`src/rtl/mem_arbiter_pkg.sv`:
```
// Shared definitions for the two-port burst arbiter mem_arbiter.
//
// Holds the 2-bit state encodings (`ARB_IDLE, `ARB_GRANT0, `ARB_GRANT1), the
// one-hot grant codes, the port identifiers used for last_grant, and a helper
// that maps a state to its one-hot arb_grant value.
//
// The macros are kept global so other blocks that report arbiter status can
// decode the same codes. The include guard allows them to be pulled in more
// than once.
`ifndef ARB_STATUS_DEFS
`define ARB_STATUS_DEFS
`define ARB_IDLE      2'b00
`define ARB_GRANT0    2'b01
`define ARB_GRANT1    2'b10
`define ARB_GNT_NONE  2'b00
`define ARB_GNT_P0    2'b01
`define ARB_GNT_P1    2'b10
`endif

package mem_arbiter_pkg;

    typedef enum logic [1:0] {
        ST_IDLE   = `ARB_IDLE,
        ST_GRANT0 = `ARB_GRANT0,
        ST_GRANT1 = `ARB_GRANT1
    } arb_state_e;

    localparam logic [1:0] GNT_NONE = `ARB_GNT_NONE;
    localparam logic [1:0] GNT_P0   = `ARB_GNT_P0;
    localparam logic [1:0] GNT_P1   = `ARB_GNT_P1;

    // Identifies the most recent owner. It feeds the round-robin tie-break.
    localparam logic PORT0 = 1'b0;
    localparam logic PORT1 = 1'b1;

    // Map an arbiter state onto its one-hot owner code.
    function automatic logic [1:0] grant_of(input arb_state_e st);
        logic [1:0] g;
        case (st)
            ST_IDLE:   g = GNT_NONE;
            ST_GRANT0: g = GNT_P0;
            ST_GRANT1: g = GNT_P1;
            default:   g = GNT_NONE;
        endcase
        return g;
    endfunction

endpackage

```
`src/rtl/mem_arbiter_arb_pick.sv`:
```
// arb_pick: combinational choice of the next burst owner.
//
// Ports:
//   p0_en, p1_en  in   pending requests
//   last_grant    in   previous owner (PORT0 / PORT1)
//   winner        out  one-hot winner (GNT_P0 / GNT_P1 / GNT_NONE)
//
// Configuration macro ARB_ROUND_ROBIN_EN:
//   defined   - a tie goes to the port opposite last_grant
//   undefined - a tie always goes to port 0 (fixed priority)
module arb_pick
    import mem_arbiter_pkg::*;
(
    input  logic       p0_en,
    input  logic       p1_en,
    input  logic       last_grant,
    output logic [1:0] winner
);

`ifndef ARB_ROUND_ROBIN_EN
    // last_grant is tracked by the top but does not affect fixed priority.
    logic unused_last_grant_s;
    assign unused_last_grant_s = last_grant;
`endif

    // Winner selection. A single requester always wins. Only a tie consults the policy.
    always_comb begin
        winner = GNT_NONE;
        if (p0_en && p1_en) begin
`ifdef ARB_ROUND_ROBIN_EN
            if (last_grant == PORT0) begin
                winner = GNT_P1;
            end else begin
                winner = GNT_P0;
            end
`else
            winner = GNT_P0;
`endif
        end else if (p0_en) begin
            winner = GNT_P0;
        end else if (p1_en) begin
            winner = GNT_P1;
        end else begin
            winner = GNT_NONE;
        end
    end

endmodule

```
`src/rtl/mem_arbiter.sv`:
```
// mem_arbiter: shares one word-level RAM port between port 0 (cache manage unit)
// and port 1 (uncached I/O / DMA). Ownership is held for a whole burst of
// BURST_LEN beats, or until the owner drops its request. Each release passes
// through IDLE for one cycle.
//
// Ports:
//   clk, rst                  clock, asynchronous active-high reset
//   pN_en/write/addr/wdata    requester N beat request (held for the burst)
//   pN_ready                  beat-complete pulse to the owning port
//   p_rdata                   mem_rdata broadcast to both ports
//   mem_en/write/addr/wdata   RAM request, routed from the current owner
//   mem_ready, mem_rdata      RAM beat-complete and read data
//   arb_grant                 one-hot owner (01 port 0, 10 port 1, 00 idle)
//
// Configuration macro ARB_ROUND_ROBIN_EN (used inside arb_pick) selects
// round-robin tie-breaking. By default port 0 has fixed priority.
module mem_arbiter
    import mem_arbiter_pkg::*;
#(
    parameter int BURST_LEN  = 8,
    parameter int ADDR_WIDTH = 30,
    parameter int DATA_WIDTH = 32
) (
    input  logic                  clk,
    input  logic                  rst,
    input  logic                  p0_en,
    input  logic                  p0_write,
    input  logic [ADDR_WIDTH-1:0] p0_addr,
    input  logic [DATA_WIDTH-1:0] p0_wdata,
    output logic                  p0_ready,
    input  logic                  p1_en,
    input  logic                  p1_write,
    input  logic [ADDR_WIDTH-1:0] p1_addr,
    input  logic [DATA_WIDTH-1:0] p1_wdata,
    output logic                  p1_ready,
    output logic [DATA_WIDTH-1:0] p_rdata,
    output logic                  mem_en,
    output logic                  mem_write,
    output logic [ADDR_WIDTH-1:0] mem_addr,
    output logic [DATA_WIDTH-1:0] mem_wdata,
    input  logic                  mem_ready,
    input  logic [DATA_WIDTH-1:0] mem_rdata,
    output logic [1:0]            arb_grant
);

    localparam int CNT_W = (BURST_LEN > 1) ? $clog2(BURST_LEN) : 1;
    localparam logic [CNT_W-1:0] LAST_BEAT = CNT_W'(BURST_LEN - 1);
    localparam logic [CNT_W-1:0] CNT_ZERO  = CNT_W'(0);
    localparam logic [CNT_W-1:0] CNT_ONE   = CNT_W'(1);

    arb_state_e       state_r;
    arb_state_e       state_s;
    logic [CNT_W-1:0] beat_cnt_r;
    logic [CNT_W-1:0] beat_cnt_s;
    logic             last_grant_r;
    logic             last_grant_s;
    logic [1:0]       winner_s;
    logic             own_en_s;
    logic             own_id_s;

    arb_pick u_pick (
        .p0_en      (p0_en),
        .p1_en      (p1_en),
        .last_grant (last_grant_r),
        .winner     (winner_s)
    );

    // Read data goes to both ports. Only the owner's ready qualifies it.
    assign p_rdata   = mem_rdata;
    assign arb_grant = grant_of(state_r);

    // State, beat counter and last owner registers. Reset makes port 0 win the first tie.
    always_ff @(posedge clk or posedge rst) begin
        if (rst) begin
            state_r      <= ST_IDLE;
            beat_cnt_r   <= CNT_ZERO;
            last_grant_r <= PORT1;
        end else begin
            state_r      <= state_s;
            beat_cnt_r   <= beat_cnt_s;
            last_grant_r <= last_grant_s;
        end
    end

    // Owner routing, ready forwarding and next-state / release decision.
    always_comb begin
        state_s      = state_r;
        beat_cnt_s   = beat_cnt_r;
        last_grant_s = last_grant_r;
        mem_en       = 1'b0;
        mem_write    = 1'b0;
        mem_addr     = {ADDR_WIDTH{1'b0}};
        mem_wdata    = {DATA_WIDTH{1'b0}};
        p0_ready     = 1'b0;
        p1_ready     = 1'b0;
        own_en_s     = 1'b0;
        own_id_s     = PORT0;

        case (state_r)
            ST_IDLE: begin
                if (winner_s == GNT_P0) begin
                    state_s = ST_GRANT0;
                end else if (winner_s == GNT_P1) begin
                    state_s = ST_GRANT1;
                end else begin
                    state_s = ST_IDLE;
                end
            end
            ST_GRANT0: begin
                mem_en    = p0_en;
                mem_write = p0_write;
                mem_addr  = p0_addr;
                mem_wdata = p0_wdata;
                p0_ready  = mem_ready & p0_en;
                own_en_s  = p0_en;
                own_id_s  = PORT0;
            end
            ST_GRANT1: begin
                mem_en    = p1_en;
                mem_write = p1_write;
                mem_addr  = p1_addr;
                mem_wdata = p1_wdata;
                p1_ready  = mem_ready & p1_en;
                own_en_s  = p1_en;
                own_id_s  = PORT1;
            end
            default: begin
                state_s    = ST_IDLE;
                beat_cnt_s = CNT_ZERO;
            end
        endcase

        // A dropped request wins over a same-cycle mem_ready. That beat is
        // not forwarded, and the burst ends here.
        if ((state_r == ST_GRANT0) || (state_r == ST_GRANT1)) begin
            if (!own_en_s || (mem_ready && (beat_cnt_r == LAST_BEAT))) begin
                state_s      = ST_IDLE;
                beat_cnt_s   = CNT_ZERO;
                last_grant_s = own_id_s;
            end else if (mem_ready) begin
                beat_cnt_s = beat_cnt_r + CNT_ONE;
            end else begin
                beat_cnt_s = beat_cnt_r;
            end
        end else begin
            last_grant_s = last_grant_r;
        end
    end

endmodule

```
`config.mk`:
```
export PLATFORM = sky130hd
export DESIGN_NAME = mem_arbiter
export DESIGN_NICKNAME = d
export VERILOG_FILES = /design/src/rtl/mem_arbiter_pkg.sv /design/src/rtl/mem_arbiter_arb_pick.sv /design/src/rtl/mem_arbiter.sv
export SDC_FILE = /design/constraint.sdc
export NUM_CORES = 1
export LEC_CHECK = 0
export CORE_AREA = 2 2 102 104
export CTS_BUF_LIST = sky130_fd_sc_hd__clkbuf_4 sky130_fd_sc_hd__clkbuf_8 sky130_fd_sc_hd__clkbuf_16
export CTS_CLUSTER_SIZE = 30
export DETAILED_ROUTE_END_ITERATION = 10
export DIE_AREA = 0 0 104 106
export HOLD_SLACK_MARGIN = 0.05
export PLACE_DENSITY_LB_ADDON = 0.15
export SYNTH_ARGS = -nofsm -noshare
export SYNTH_HDL_FRONTEND = slang
export SYNTH_SLANG_ARGS = --single-unit
```
`constraint.sdc`:
```
create_clock -name clk -period 1.7 [get_ports clk]
set_input_delay 0.255 -clock clk [delete_from_list [all_inputs] [get_ports clk]]
set_output_delay 0.255 -clock clk [all_outputs]
set_load 0.005 [all_outputs]
```
# ---- Word-level counts from Yosys, hierarchy flattened
# Index checks and enable logic that the tools add are counted.
dict set report totals {
  regBits 5
  latch_bits 0
  ramBits 0
  rom_bits 0
  input_bits 163
  mem_count 0
}
dict set report classes {
  n_addsub 1
  mul 0
  div 0
  magnitude_cmp 0
  eq_ne 7
  n_shift 0
  n_mux 19
  bitwise 2
  reduce_logical 9
}
# op count
set ops {}
lappend ops {{one-hot mux 32 bit (2 select lines)} 1}
lappend ops {{one-hot mux 30 bit (2 select lines)} 1}
lappend ops {{two-way mux 2 bit} 7}
lappend ops {{two-way mux 3 bit} 4}
lappend ops {{one-hot mux 2 bit (2 select lines)} 2}
lappend ops {{equality test 2 x 1 -> 1 bit, second input constant} 2}
lappend ops {{equality test 2 bit, second input constant} 2}
lappend ops {{one-hot mux 1 bit (2 select lines)} 2}
lappend ops {{adder 3 x 1 -> 3 bit, second input constant} 1}
lappend ops {{equality test 3 bit, second input constant} 1}
lappend ops {{inequality test 3 x 2 -> 1 bit, second input constant} 1}
lappend ops {{OR reduction 3 bit} 1}
lappend ops {{bitwise AND 1 bit} 2}
lappend ops {{logical AND 1 bit} 2}
lappend ops {{logical NOT 2 bit} 1}
lappend ops {{logical OR 1 bit} 2}
lappend ops {{two-way mux 1 bit} 2}
lappend ops {{inequality test 2 x 1 -> 1 bit, second input constant} 1}
lappend ops {{AND reduction 2 bit} 1}
lappend ops {{OR reduction 2 bit} 1}
lappend ops {{logical NOT 1 bit} 1}

# ---- Longest topological paths before layout
# Gate-level depths: netlist (run 1).
dict set report depth {
  ltp_word 9
  depth_mapped 6
  depth_no_buf 5
}

# ---- Cells and area by module
# Synthesis (run 1) repeated with hierarchy kept, for this count alone.
dict set report unflattened {
  hier_cells 218
  hier_area_um2 1611.5
}
# module instances cells_per_inst area_each_um2
set by_module_without_submodules {}
lappend by_module_without_submodules {mem_arbiter 1 216 1601.5}
lappend by_module_without_submodules {arb_pick 1 2 10.0}

# ---- Worst setup path after synthesis (run 1)
# Ideal clock, no wire load.
dict set report synth_path {
  path_kind {reg-to-output}
  start {register state_r[1]}
  end {output mem_addr[12]}
  arrival_time_ns 1.360
  t_required_ns 1.445
  path_slack_ns 0.085
  stages_incl_launch_ff 6
  path_cell_list {dfrtp_1 > inv_1 > ha_1 > buf_2 > clkbuf_1 > nor2b_1}
}
dict set report synth_via {
  elab_chain_len 2
}
# item line
set synth_lines {}
lappend synth_lines {{start: declaration} mem_arbiter.sv:51} ;# arb_state_e state_r;
lappend synth_lines {{start signal: assignment} mem_arbiter.sv:79} ;# state_r <= state_s;
lappend synth_lines {{equality test 2 bit / equality test 2 x 1 -> 1 bit (equally long branches)} mem_arbiter.sv:99} ;# case (state_r)
lappend synth_lines {{one-hot mux 30 bit (2 select lines) *} mem_arbiter.sv:99}
lappend synth_lines {{end: declaration} mem_arbiter.sv:39} ;# output logic [ADDR_WIDTH-1:0] mem_addr,
# Every way passes the cells marked *; elsewhere a longest branch is shown, timed or not.

# ---- Worst setup path after layout (run 1)
dict set report layout_path {
  start {register state_r[0]}
  end {output mem_addr[2]}
}
# Same word-level chain as after synthesis.

==> results.md, run 1 <==
- Status: complete, but fails checks
- Failing checks: negative setup slack
- FF-to-FF setup slack: -0.23 ns
- Number of synthesized register bits: 5
- Die H: ~110 um
- TritonCTS clock tree: built
- Starting Density: roughly 16%
- Clock Sinks: 5
- Syn Std Cell Area: 0.001604 sq mm
- Num ports: 263
- DR iter-0 viols: 51
- Leakage power: 1.810 nW
- FP Rows: 37
- ANT cells: 0
- All-Layer GR Usage: about 15%
- Final Power: approximately 5.6 mW
- Vias per cell: 4.425
- Port-buffer cells: 198
- Share of cells above drive strength 1: between 50 and 60%
- Vias in the first global route: 2525
- Maximum vdd drop: 0.5952 mV
- Largest net degree at the start of global routing: 22
- Worst Hold Class: in -> async
- GR Overflow Total: 0
- DRT Pass-1 Iters: 4
- Num CTS Buffers: 3
- First-pass GRT wire length: approximately 13 mm
- Drt wl/cell: 18.05 um
- Final setup fails: between 60 and 70
- Most common cell after layout, fill and taps aside: clkdlybuf4s50_1
- Fill count: approximately 1000
- DRT Wirelength: 10.20 mm
- Core area: 0.01000 sq mm
- WS Path Type: reg -> out
- H-tree levels: 1
- Hold WS: 0.2321 ns
- Nets: 601
- Slew headroom: between 80% and 90%
- Fin worst setup slack: -0.2681 ns
- CTS root buffer: clkbuf_8
- FMAX: 0.5081 GHz
- Tcrit/Tclk final: 115.8%
- Most frequent cells in the layout: clkdlybuf4s50_1 (130), a22oi_2 (63), nor2b_1 (53), buf_2 (35), clkbuf_2 (28)
- Via Count: 2500
- Longest Clk Path Bufs: 2
- Library cells used by synthesis: 22
- Hold_buf cts: 0
- RSZ-0062 raised after global routing: true
- Clk slew on worst S/H paths: 0.04 ns
- Sequential element share of the synthesized area: 7.800%
- Max Cap Viol: 0
- Die area: 0.01102 sq mm
- Post-DP HPWL: 5.987 mm
- Mapped Nets: 390
- Register-to-Register Path Depth: 8
- Area Overhead vs Synth: 181.0%
- Setup TNS: -10.41 ns
- Crit Path Max Fanout: 7
- Final Critical Period: 1.968 ns
- Chip Width: 104 um
- Critical Path RT: 1.44 ns
- RR Endpoint: beat_cnt_r[1]
- CP arrival: 1.71 ns
- DRC viols: 0
- Clock skew: around 0.0032 ns
- Post-Syn Instances: approximately 220
- Initial antenna violation count: 0
- Critical Path Source Type: register
- Power per standard cell area: 1246 mW/mm^2
- Post-DRT Antenna Nets: 0
- Critical Path Source: state_r[0]
- Worst Setup End Kind: output pin
- Clk Latency, worst-skew pair: 0.22 ns
- Worst slew pin tran: 0.2335 ns
- GPL Wtd Cong: ~0.76
- Syn. warnings: 0
- R2R Path Start: state_r[0]
- Final Hold Fails: 0
- Setup crit end: mem_addr[2]
- Avg Cell Area, Syn: ~7.3 sq um
- Slew Limit Fails: 0
==> routing by layer <==
layer | global-route usage, % | wire (um) | vias up
met1 | 16.79 | 4181 | 1163
li1 | - | - | 1180
met5 | 0 | 0 | -
met4 | 4.054 | 184 | 0
met2 | 26.88 | 5110 | 128
met3 | 4.292 | 721 | 29
==> logic make-up (layout without fill, tap and decap cells) <==
logic type                 after synthesis  count (layout)  synth area share [%]
AOI/OAI and AO/OA                       71              71                 33.62
and+or+nand+nor                         78              78                 30.34
DFF                                      5               5                 7.800
adders and majority gates                8               8                 6.240
buffers and inverters                   57             267                 22.00
==> flip-flops by register name, indices dropped and copies added, names as in the netlist <==
| signal | cells |
|---|---|
| beat_cnt_r | 3 |
| state_r | 2 |
==> report_power, final <==
group	internal (mW)	switching, mW	leakage [nW]	total [mW]
logic	3.13	2.07	1.72	5.20
clock network	0.177	0.0619	0.0262	0.239
registers	0.147	0.0254	0.0673	0.173
==> synthesized netlist by cell type (all sizes together) <==
cell     instances  area [sq um]
a21oi            1         5.000
and4b            1         10.01
inv              4         15.01
a221o            1         10.01
and3             2         12.51
nor4bb           1         10.01
buf             47         315.3
nor2b           66         412.9
nand2            3         11.26
a2bb2oi          1         8.760
a22o             1         17.52
dfrtp            5         125.1
ha               8         100.1
o21ai            1         5.000
a22oi           63         473.0
a21boi           1         7.510
nand3b           1         7.510
and4             1         11.26
clkbuf           6         22.52
a31oi            2         12.51
nor2             3         11.26
==> per-stage QoR <==
step	instance area (sq um)	worst slack (ns)	utilization [%]	std cells
after CTS	4063	-0.4261	40.63	533
after detailed placement	3618	-0.3003	36.19	516
final	4508	-0.2681	45.08	565
after floorplan	1604	0.08545	-	219
after global routing	4508	-0.3049	45.08	565
after global placement	3618	-0.3033	36.19	516
==> area by class of cell <==
cell class | instances | area, sq um | area share [%]
sequential | 5 | 125.1 | 2.775
tap | 136 | 170.2 | 3.775
multi-input combinational | 157 | 1582 | 35.08
inverter | 4 | 15.01 | 0.3331
timing repair buffer | 259 | 2567 | 56.95
clock buffer | 4 | 48.80 | 1.082
==> worst min-delay path by stage <==
stage               from       endpoint  slack [ns]  depth (start not counted)
finish               rst  beat_cnt_r[2]        0.23                          2
CTS                  rst  beat_cnt_r[2]        0.24                          2
floorplan            rst  beat_cnt_r[0]        0.03                          1
detailed placement   rst  beat_cnt_r[1]        0.48                          2
global placement     rst  beat_cnt_r[1]        0.47                          2
global route         rst  beat_cnt_r[2]        0.25                          2
==> critical path, stage by stage (launching register included) <==
cell	delay (ns)
dfrtp_1	0.40
buf_6	0.13
ha_4	0.17
buf_6	0.14
buf_12	0.13
buf_16	0.14
a22oi_2	0.20
nor2b_4	0.06
clkbuf_2	0.11
==> what timing repair did <==
item,CTS,global route
gates resized for setup,165,189
endpoints found under the setup margin,69,70
cloned,5,12
pin swaps,1,32
setup buffers,8,23
Note: power is estimated with default switching activity, not from simulation.
==> run 2, diff against run 1 <==
--- a/config.mk
+++ b/config.mk
@@ -5,6 +5,7 @@
 export SDC_FILE = /design/constraint.sdc
 export NUM_CORES = 1
 export LEC_CHECK = 0
+export CAP_MARGIN = 40
 export CORE_AREA = 2 2 102 104
 export CTS_BUF_LIST = sky130_fd_sc_hd__clkbuf_4 sky130_fd_sc_hd__clkbuf_8 sky130_fd_sc_hd__clkbuf_16
 export CTS_CLUSTER_SIZE = 30
==> results of run 2 <==
Final layout, timing and power as in run 1 (identical DEF).
